===== config.mk =====
export PLATFORM = sky130hd
export DESIGN_NAME = mul_div_unit_flat
export DESIGN_NICKNAME = d
export VERILOG_FILES = /design/src/rtl/mul_div_pkg.sv /design/src/rtl/mul_div_unit_if.sv /design/src/rtl/mul_div_datapath.sv /design/src/rtl/mul_div_unit.sv /design/src/flat_wrapper.sv
export SDC_FILE = /design/constraint.sdc
export NUM_CORES = 1
export LEC_CHECK = 0
export BUFFER_PORTS_ARGS = -buffer_cell sky130_fd_sc_hd__buf_2
export CAP_MARGIN = 20
export CORE_MARGIN = 3
export CORE_UTILIZATION = 52
export CTS_BUF_LIST = sky130_fd_sc_hd__clkbuf_4 sky130_fd_sc_hd__clkbuf_8
export CTS_CLUSTER_DIAMETER = 120
export DETAILED_ROUTE_END_ITERATION = 8
export PLACE_DENSITY = 0.75
export SYNTH_ARGS = -nofsm -noshare
export SYNTH_HDL_FRONTEND = slang
export SYNTH_SLANG_ARGS = --single-unit

===== constraint.sdc =====
create_clock -name clk -period 4.2 [get_ports clk]
set_input_delay 0.21 -clock clk [delete_from_list [all_inputs] [get_ports clk]]
set_output_delay 0.21 -clock clk [all_outputs]
set_load 0.01 [all_outputs]

===== src/rtl/mul_div_pkg.sv =====
// Shared opcode encodings, FSM states and decode helpers for the multiply/divide unit.
package mul_div_pkg;

   localparam logic [2:0] MUL    = 3'b000;
   localparam logic [2:0] MULH   = 3'b001;
   localparam logic [2:0] MULHSU = 3'b010;
   localparam logic [2:0] MULHU  = 3'b011;
   localparam logic [2:0] DIV    = 3'b100;
   localparam logic [2:0] DIVU   = 3'b101;
   localparam logic [2:0] REM    = 3'b110;
   localparam logic [2:0] REMU   = 3'b111;

   typedef enum logic [1:0] {IDLE, CALC, FIN} state_t;

   function automatic logic is_div(logic [2:0] funct3);
      return funct3[2];
   endfunction

   function automatic logic op1_signed(logic [2:0] funct3);
      return funct3 inside {MULH, MULHSU, DIV, REM};
   endfunction

   function automatic logic op2_signed(logic [2:0] funct3);
      return funct3 inside {MULH, DIV, REM};
   endfunction

endpackage


===== src/rtl/mul_div_unit_if.sv =====
// Request/response bundle between the control unit and the multiply/divide unit.
interface mul_div_unit_if #(
   parameter int unsigned XLEN = 32
) ();
   logic            start;
   logic            abort;
   logic [2:0]      funct3;
   logic [XLEN-1:0] data1;
   logic [XLEN-1:0] data2;
   logic            busy;
   logic            done;
   logic [XLEN-1:0] result;

   modport master (
      output start, abort, funct3, data1, data2,
      input  busy, done, result
   );

   modport slave (
      input  start, abort, funct3, data1, data2,
      output busy, done, result
   );
endinterface


===== src/rtl/mul_div_datapath.sv =====
// Operand magnitudes, shift-add / restoring shift-subtract step and result sign fix-up.
module mul_div_datapath
   import mul_div_pkg::*;
#(
   parameter int unsigned XLEN = 32
) (
   input  logic            clk,
   input  logic            reset_n,
   input  logic            load,
   input  logic            step,
   input  logic [2:0]      funct3,  // raw opcode, used on load
   input  logic [2:0]      op,      // captured opcode, used while iterating
   input  logic [XLEN-1:0] data1,
   input  logic [XLEN-1:0] data2,
   output logic [XLEN-1:0] result
);

   // hi_q:lo_q is the product accumulator, or remainder:quotient when dividing
   logic [XLEN-1:0] hi_q, lo_q, opb_q;
   logic            neg_q_q, neg_r_q, dvz_q;

   logic            sign1, sign2;
   logic [XLEN-1:0] mag1, mag2;
   logic [XLEN:0]   sum, shifted, diff;
   logic            ge;
   logic [2*XLEN-1:0] prod;
   logic [XLEN-1:0] quot, rem;

   // Operand magnitudes and one iteration of either algorithm
   always_comb begin
      sign1   = op1_signed(funct3) & data1[XLEN-1];
      sign2   = op2_signed(funct3) & data2[XLEN-1];
      mag1    = sign1 ? -data1 : data1;
      mag2    = sign2 ? -data2 : data2;
      sum     = {1'b0, hi_q} + (lo_q[0] ? {1'b0, opb_q} : '0);
      shifted = {hi_q, lo_q[XLEN-1]};
      diff    = shifted - {1'b0, opb_q};
      ge      = shifted >= {1'b0, opb_q};
   end

   // Accumulator and sign flags
   always_ff @(posedge clk or negedge reset_n) begin
      if (!reset_n) begin
         hi_q    <= '0;
         lo_q    <= '0;
         opb_q   <= '0;
         neg_q_q <= 1'b0;
         neg_r_q <= 1'b0;
         dvz_q   <= 1'b0;
      end else if (load) begin
         hi_q    <= '0;
         lo_q    <= mag1;
         opb_q   <= mag2;
         neg_q_q <= sign1 ^ sign2;
         neg_r_q <= sign1;
         dvz_q   <= (data2 == '0);
      end else if (step) begin
         if (is_div(op)) begin
            hi_q <= ge ? diff[XLEN-1:0] : shifted[XLEN-1:0];
            lo_q <= {lo_q[XLEN-2:0], ge};
         end else begin
            hi_q <= sum[XLEN:1];
            lo_q <= {sum[0], lo_q[XLEN-1:1]};
         end
      end
   end

   // Sign fix-up and result selection
   always_comb begin
      prod   = {hi_q, lo_q};
      if (neg_q_q) prod = -prod;
      // Divide by zero keeps the all-ones quotient regardless of dividend sign
      quot   = (neg_q_q && !dvz_q) ? -lo_q : lo_q;
      rem    = neg_r_q ? -hi_q : hi_q;
      result = '0;
      unique case (op)
         MUL:                 result = prod[XLEN-1:0];
         MULH, MULHSU, MULHU: result = prod[2*XLEN-1:XLEN];
         DIV, DIVU:           result = quot;
         REM, REMU:           result = rem;
      endcase
   end

endmodule


===== src/rtl/mul_div_unit.sv =====
// Iterative RV32M multiply/divide unit: FSM, iteration counter and handshake.
module mul_div_unit
   import mul_div_pkg::*;
#(
   parameter int unsigned XLEN = 32
) (
   input  logic         clk,
   input  logic         reset_n,
   mul_div_unit_if.slave bus
);

   localparam int unsigned CNT_W = $clog2(XLEN) + 1;

   state_t            state_q, state_d;
   logic [CNT_W-1:0]  cnt_q, cnt_d;
   logic [2:0]        funct3_q;
   logic [XLEN-1:0]   result_q, result_d, dp_result;
   logic              done_q, done_d;
   logic              load, step;

   mul_div_datapath #(.XLEN(XLEN)) u_datapath (
      .clk     (clk),
      .reset_n (reset_n),
      .load    (load),
      .step    (step),
      .funct3  (bus.funct3),
      .op      (funct3_q),
      .data1   (bus.data1),
      .data2   (bus.data2),
      .result  (dp_result)
   );

   // Next state, counter and completion
   always_comb begin
      state_d  = state_q;
      cnt_d    = cnt_q;
      load     = 1'b0;
      step     = 1'b0;
      done_d   = 1'b0;
      result_d = result_q;
      unique case (state_q)
         IDLE: begin
            if (bus.start && !bus.abort) begin
               load    = 1'b1;
               cnt_d   = '0;
               state_d = CALC;
            end
         end
         CALC: begin
            if (bus.abort) begin
               state_d = IDLE;
            end else begin
               step  = 1'b1;
               cnt_d = cnt_q + 1'b1;
               if (cnt_q == CNT_W'(XLEN - 1)) state_d = FIN;
            end
         end
         FIN: begin
            state_d = IDLE;
            if (!bus.abort) begin
               done_d   = 1'b1;
               result_d = dp_result;
            end
         end
         default: state_d = IDLE;
      endcase
   end

   // State, counter, captured opcode and registered outputs
   always_ff @(posedge clk or negedge reset_n) begin
      if (!reset_n) begin
         state_q  <= IDLE;
         cnt_q    <= '0;
         funct3_q <= MUL;
         result_q <= '0;
         done_q   <= 1'b0;
      end else begin
         state_q  <= state_d;
         cnt_q    <= cnt_d;
         result_q <= result_d;
         done_q   <= done_d;
         if (load) funct3_q <= bus.funct3;
      end
   end

   assign bus.busy   = (state_q != IDLE);
   assign bus.done   = done_q;
   assign bus.result = result_q;

endmodule

===== src/flat_wrapper.sv =====
// flat-port wrapper written by rule: the top's interface ports become plain ports
module mul_div_unit_flat import mul_div_pkg::*;
#(
   parameter int unsigned XLEN = 32
)
  (clk, reset_n, bus_start, bus_abort, bus_funct3, bus_data1, bus_data2, bus_busy, bus_done, bus_result);
  mul_div_unit_if #(.XLEN(XLEN)) bus_i ();
  input  logic clk;
  input  logic reset_n;
  input wire logic [$bits(bus_i.start)-1:0] bus_start;
  input wire logic [$bits(bus_i.abort)-1:0] bus_abort;
  input wire logic [$bits(bus_i.funct3)-1:0] bus_funct3;
  input wire logic [$bits(bus_i.data1)-1:0] bus_data1;
  input wire logic [$bits(bus_i.data2)-1:0] bus_data2;
  output wire logic [$bits(bus_i.busy)-1:0] bus_busy;
  output wire logic [$bits(bus_i.done)-1:0] bus_done;
  output wire logic [$bits(bus_i.result)-1:0] bus_result;
  assign bus_i.start = bus_start;
  assign bus_i.abort = bus_abort;
  assign bus_i.funct3 = bus_funct3;
  assign bus_i.data1 = bus_data1;
  assign bus_i.data2 = bus_data2;
  assign bus_busy = bus_i.busy;
  assign bus_done = bus_i.done;
  assign bus_result = bus_i.result;
  mul_div_unit #(.XLEN(XLEN)) u_core (.clk(clk), .reset_n(reset_n), .bus(bus_i));
endmodule

==> metrics.md <==
| Metric | Value |
|---|---|
| Worst vdd ir | `0.266 mV` |
| Post-route cell area | `15800 µm²` |
| CTS Buf Count | `17` |
| Critical path required time | `4.53 ns` |
| # DRC | `0` |
| Total grt overflow | `0` |
| RR Startpoint | `u_core.u_datapath.lo_q[0]$_DFFE_PN0P_` |
| Setup_tns | `0 ns` |
| DR vias | `15206` |
| Worst setup path start | `u_core.u_datapath.lo_q[0]$_DFFE_PN0P_` |
| Clock Latency Late Sink | `0.49 ns` |
| End of the critical path | `u_core.u_datapath.hi_q[28]$_DFFE_PN0P_` |
| Layout area overhead | `8.39%` |
| Final Setup Violations | `0` |
| Leak | `6.87 nW` |
| R2R Setup Slk | `0.45 ns` |
| Hold WS | `0.0177 ns` |
| Die Footprint | `30200 µm²` |
| Hold-fix buffers, CTS | `4` |
| Routed WL | `50800 µm` |
| CTS root buf | `clkbuf_8` |
| Core area | `27300 µm²` |
| Initial core utilization | `53.6%` |
| Final WS setup | `0.447 ns` |
| Yosys reg bits | `143` |
| Yosys Warn Count | `0` |
| PortBufs | `104` |
| Antenna diodes | `0` |
| Arrival time at the worst endpoint | `4.08 ns` |
| Most common cell in the synthesized netlist | `nand2_1` |
| Detail Placement HPWL | `38000 µm` |
| Total Power | `10.0 mW` |
| Avg Cell Area, Syn | `7.49 µm²` |
| Final max-slew violation count | `0` |
| CTS max path bufs | `2` |
| Predominant post-synthesis flop cell | `dfrtp_1` |
| Hold Violations, Final | `0` |
| RSZ-0062 raised after global routing | `no` |
| Nets | `2126` |
| Initial detailed-routing violation count | `1829` |
| Largest net degree at the start of global routing | `128` |
| DP Area | `15400 µm²` |
| Total Routing Usage GR | `32.7%` |
| Clock-pin slew on the worst setup and hold paths | `0.12 ns` |
| Site Rows | `60` |
| Placed Instances | `2332` |
| Finished Layout Cells | `2369` |
| Top cell by count, worst path | `o21ai_0` |
| Finished Core Util | `58.1%` |
| Post-synth top area share | `24.5%` |
| Crit-path cells | `inv_1, buf_4, nor2_1, ha_1, a21o_1, a211oi_1, o21ai_0, or3_1, o21ai_0, o21ai_0, xor2_1, nand2_1, o211ai_1` |
| Worst min path class | `input port to flip-flop` |
| Post-route ant nets | `0` |
| Die X | `174 µm` |
| Yosys top cell by area | `dfrtp_1` |
| Initial antenna violation count | `0` |
| Synth unique cells | `82` |
| Synth top cells by count | `nand2_1 (259), o21ai_0 (206), nor2_1 (166)` |
| Power Density | `632 nW/µm²` |
| GP Congestion | `0.974` |
| Post-synth EDFFs | `0` |
| Post-synthesis sequential area ratio | `24.5%` |
| Net Count, Synth | `2093` |
| DP Worst Slack | `0.521 ns` |
| Status | `finished clean` |
| Setup crit start kind | `flip-flop` |
| H-tree lvl count | `4` |
| Share of cells above drive strength 1 | `11.6%` |
| DR WL/cell | `21.4 µm` |
| Least-Margin Pin Slew | `0.991 ns` |
| Clock Sinks | `143` |
| Worst path slowest cell | `dfrtp_1` |
| Tcrit/Tclk final | `89.4%` |
| Pre-Repair DR Iteration Count | `9` |
| Worst Path Max Fanout | `16` |
| Skew final | `0.0311 ns` |
| Kind of critical path | `flip-flop to flip-flop` |
| Post-CTS Resized | `0` |
| Post-Synthesis Cells | `1951` |
| Synth top area cells | `dfrtp_1 (24%), o21ai_0 (7.1%), xnor2_1 (7.0%)` |
| Post-layout min period | `3.75 ns` |
| Crit-path max cell delay | `0.49 ns` |
| Min-delay src | `bus_data2[23]` |
| Cell Area, Synth | `14600 µm²` |
| Max-cap violations | `0` |
| CP endpoint kind | `flip-flop` |
| Vias per Instance | `6.42` |
| Die Ht | `174 µm` |
| First-pass GRT wire length | `79000 µm` |
| CTS tree | `built` |
| Vias in the first global route | `13881` |
| R2r endpoint | `u_core.u_datapath.hi_q[28]$_DFFE_PN0P_` |
| Fmax | `0.266 GHz` |
| Post-CTS Setup Repair Bufs | `0` |
| Fillcell total | `2608` |
| Cells on worst reg2reg path | `13` |
| Slew headroom | `33.8%` |
| IO Count | `105` |
| Synth async-reset ratio | `100%` |
## placed cells by master (no fill, tap or decap), drive strengths merged, types with 6 or more instances in the layout
cell type	netlist	routed
nand3	30	30
nand4	13	13
nand2b	12	12
o41ai	6	6
or2	14	14
a21oi	115	115
a22oi	15	15
nor4	18	18
clkbuf	123	18
o211ai	52	52
a2111oi	6	6
a31oi	21	21
nor2	166	166
a211oi	22	22
or3	27	27
nand2	259	259
o31ai	26	26
dfrtp	143	143
ha	69	69
o22ai	15	15
and3	11	11
a21o	24	24
mux2i	52	52
inv	64	73
nor2b	9	9
buf	26	161
or4	18	18
nand3b	6	6
nor3	41	41
and2	14	14
o21ai	210	210
xnor2	116	116
xor2	116	116
o221ai	15	15
## state kept, by name, summed over array words and instances (netlist names)
register / count
u_core.u_datapath.dvz_q: 1
u_core.bus.result: 32
u_core.u_datapath.neg_q_q: 1
u_core.bus.done: 1
u_core.u_datapath.hi_q: 32
u_core.u_datapath.neg_r_q: 1
u_core.u_datapath.lo_q: 32
u_core.cnt_q: 6
u_core.funct3_q: 3
u_core.state_q: 2
u_core.u_datapath.opb_q: 32
## critical path, delay by kind of cell (launching register included)
family,cells,cell delay [ns]
buffers and inverters,2,0.72
AOI/OAI and AO/OA,6,1.38
xor gates and xnor gates,1,0.17
adders and majority gates,1,0.39
and+or+nand+nor,3,0.45
DFF,1,0.49
## area by class of cell
cell class	count	area, µm²	area share (%)
flip-flops and latches	143	3580	22.6
inverters	64	240	1.52
well taps	372	465	2.94
clock buffers	18	241	1.52
multi-input cells	1593	10200	64.2
repair buffers	165	1010	6.41
clock inverters	14	121	0.766
## worst min-delay path by stage
stage	end	cells past startpoint	slack, ns
floorplan	u_core.bus.done$_DFF_PN0_	0	-0.09
global placement	u_core.bus.result[5]$_DFFE_PN0P_	1	0.33
detailed placement	u_core.bus.result[5]$_DFFE_PN0P_	1	0.34
CTS	u_core.funct3_q[2]$_DFFE_PN0P_	3	0.0008
global route	u_core.funct3_q[2]$_DFFE_PN0P_	3	0.04
finish	u_core.u_datapath.opb_q[23]$_DFFE_PN0P_	3	0.02
## where the power goes
part,total [mW],switching [mW],internal [mW]
Clock,1.13,0.691,0.437
Combinational,6.56,3.99,2.57
Sequential,2.32,0.650,1.67
Total,10.0,5.33,4.68
## layer usage
| layer | wire (µm) | vias up | track usage [%] |
|---|---|---|---|
| met5 | 0 | - | 0 |
| met4 | 1400 | 0 | 9.42 |
| met3 | 5310 | 95 | 7.12 |
| met2 | 22200 | 806 | 49.9 |
| met1 | 22000 | 7284 | 46.5 |
| li1 | - | 7021 | - |
## kinds of logic (layout without fill, tap and decap cells)
| group | after synthesis | count (layout) | share of synthesized area, % |
|---|---|---|---|
| xor+xnor | 232 | 232 | 13.9 |
| mux | 56 | 56 | 3.87 |
| buf+inv | 215 | 261 | 6.08 |
| flops | 143 | 143 | 24.5 |
| fa+ha+maj | 71 | 71 | 6.18 |
| simple gates | 656 | 656 | 20.9 |
| compound gates | 578 | 578 | 24.6 |
(Power assumes the default switching activity.)
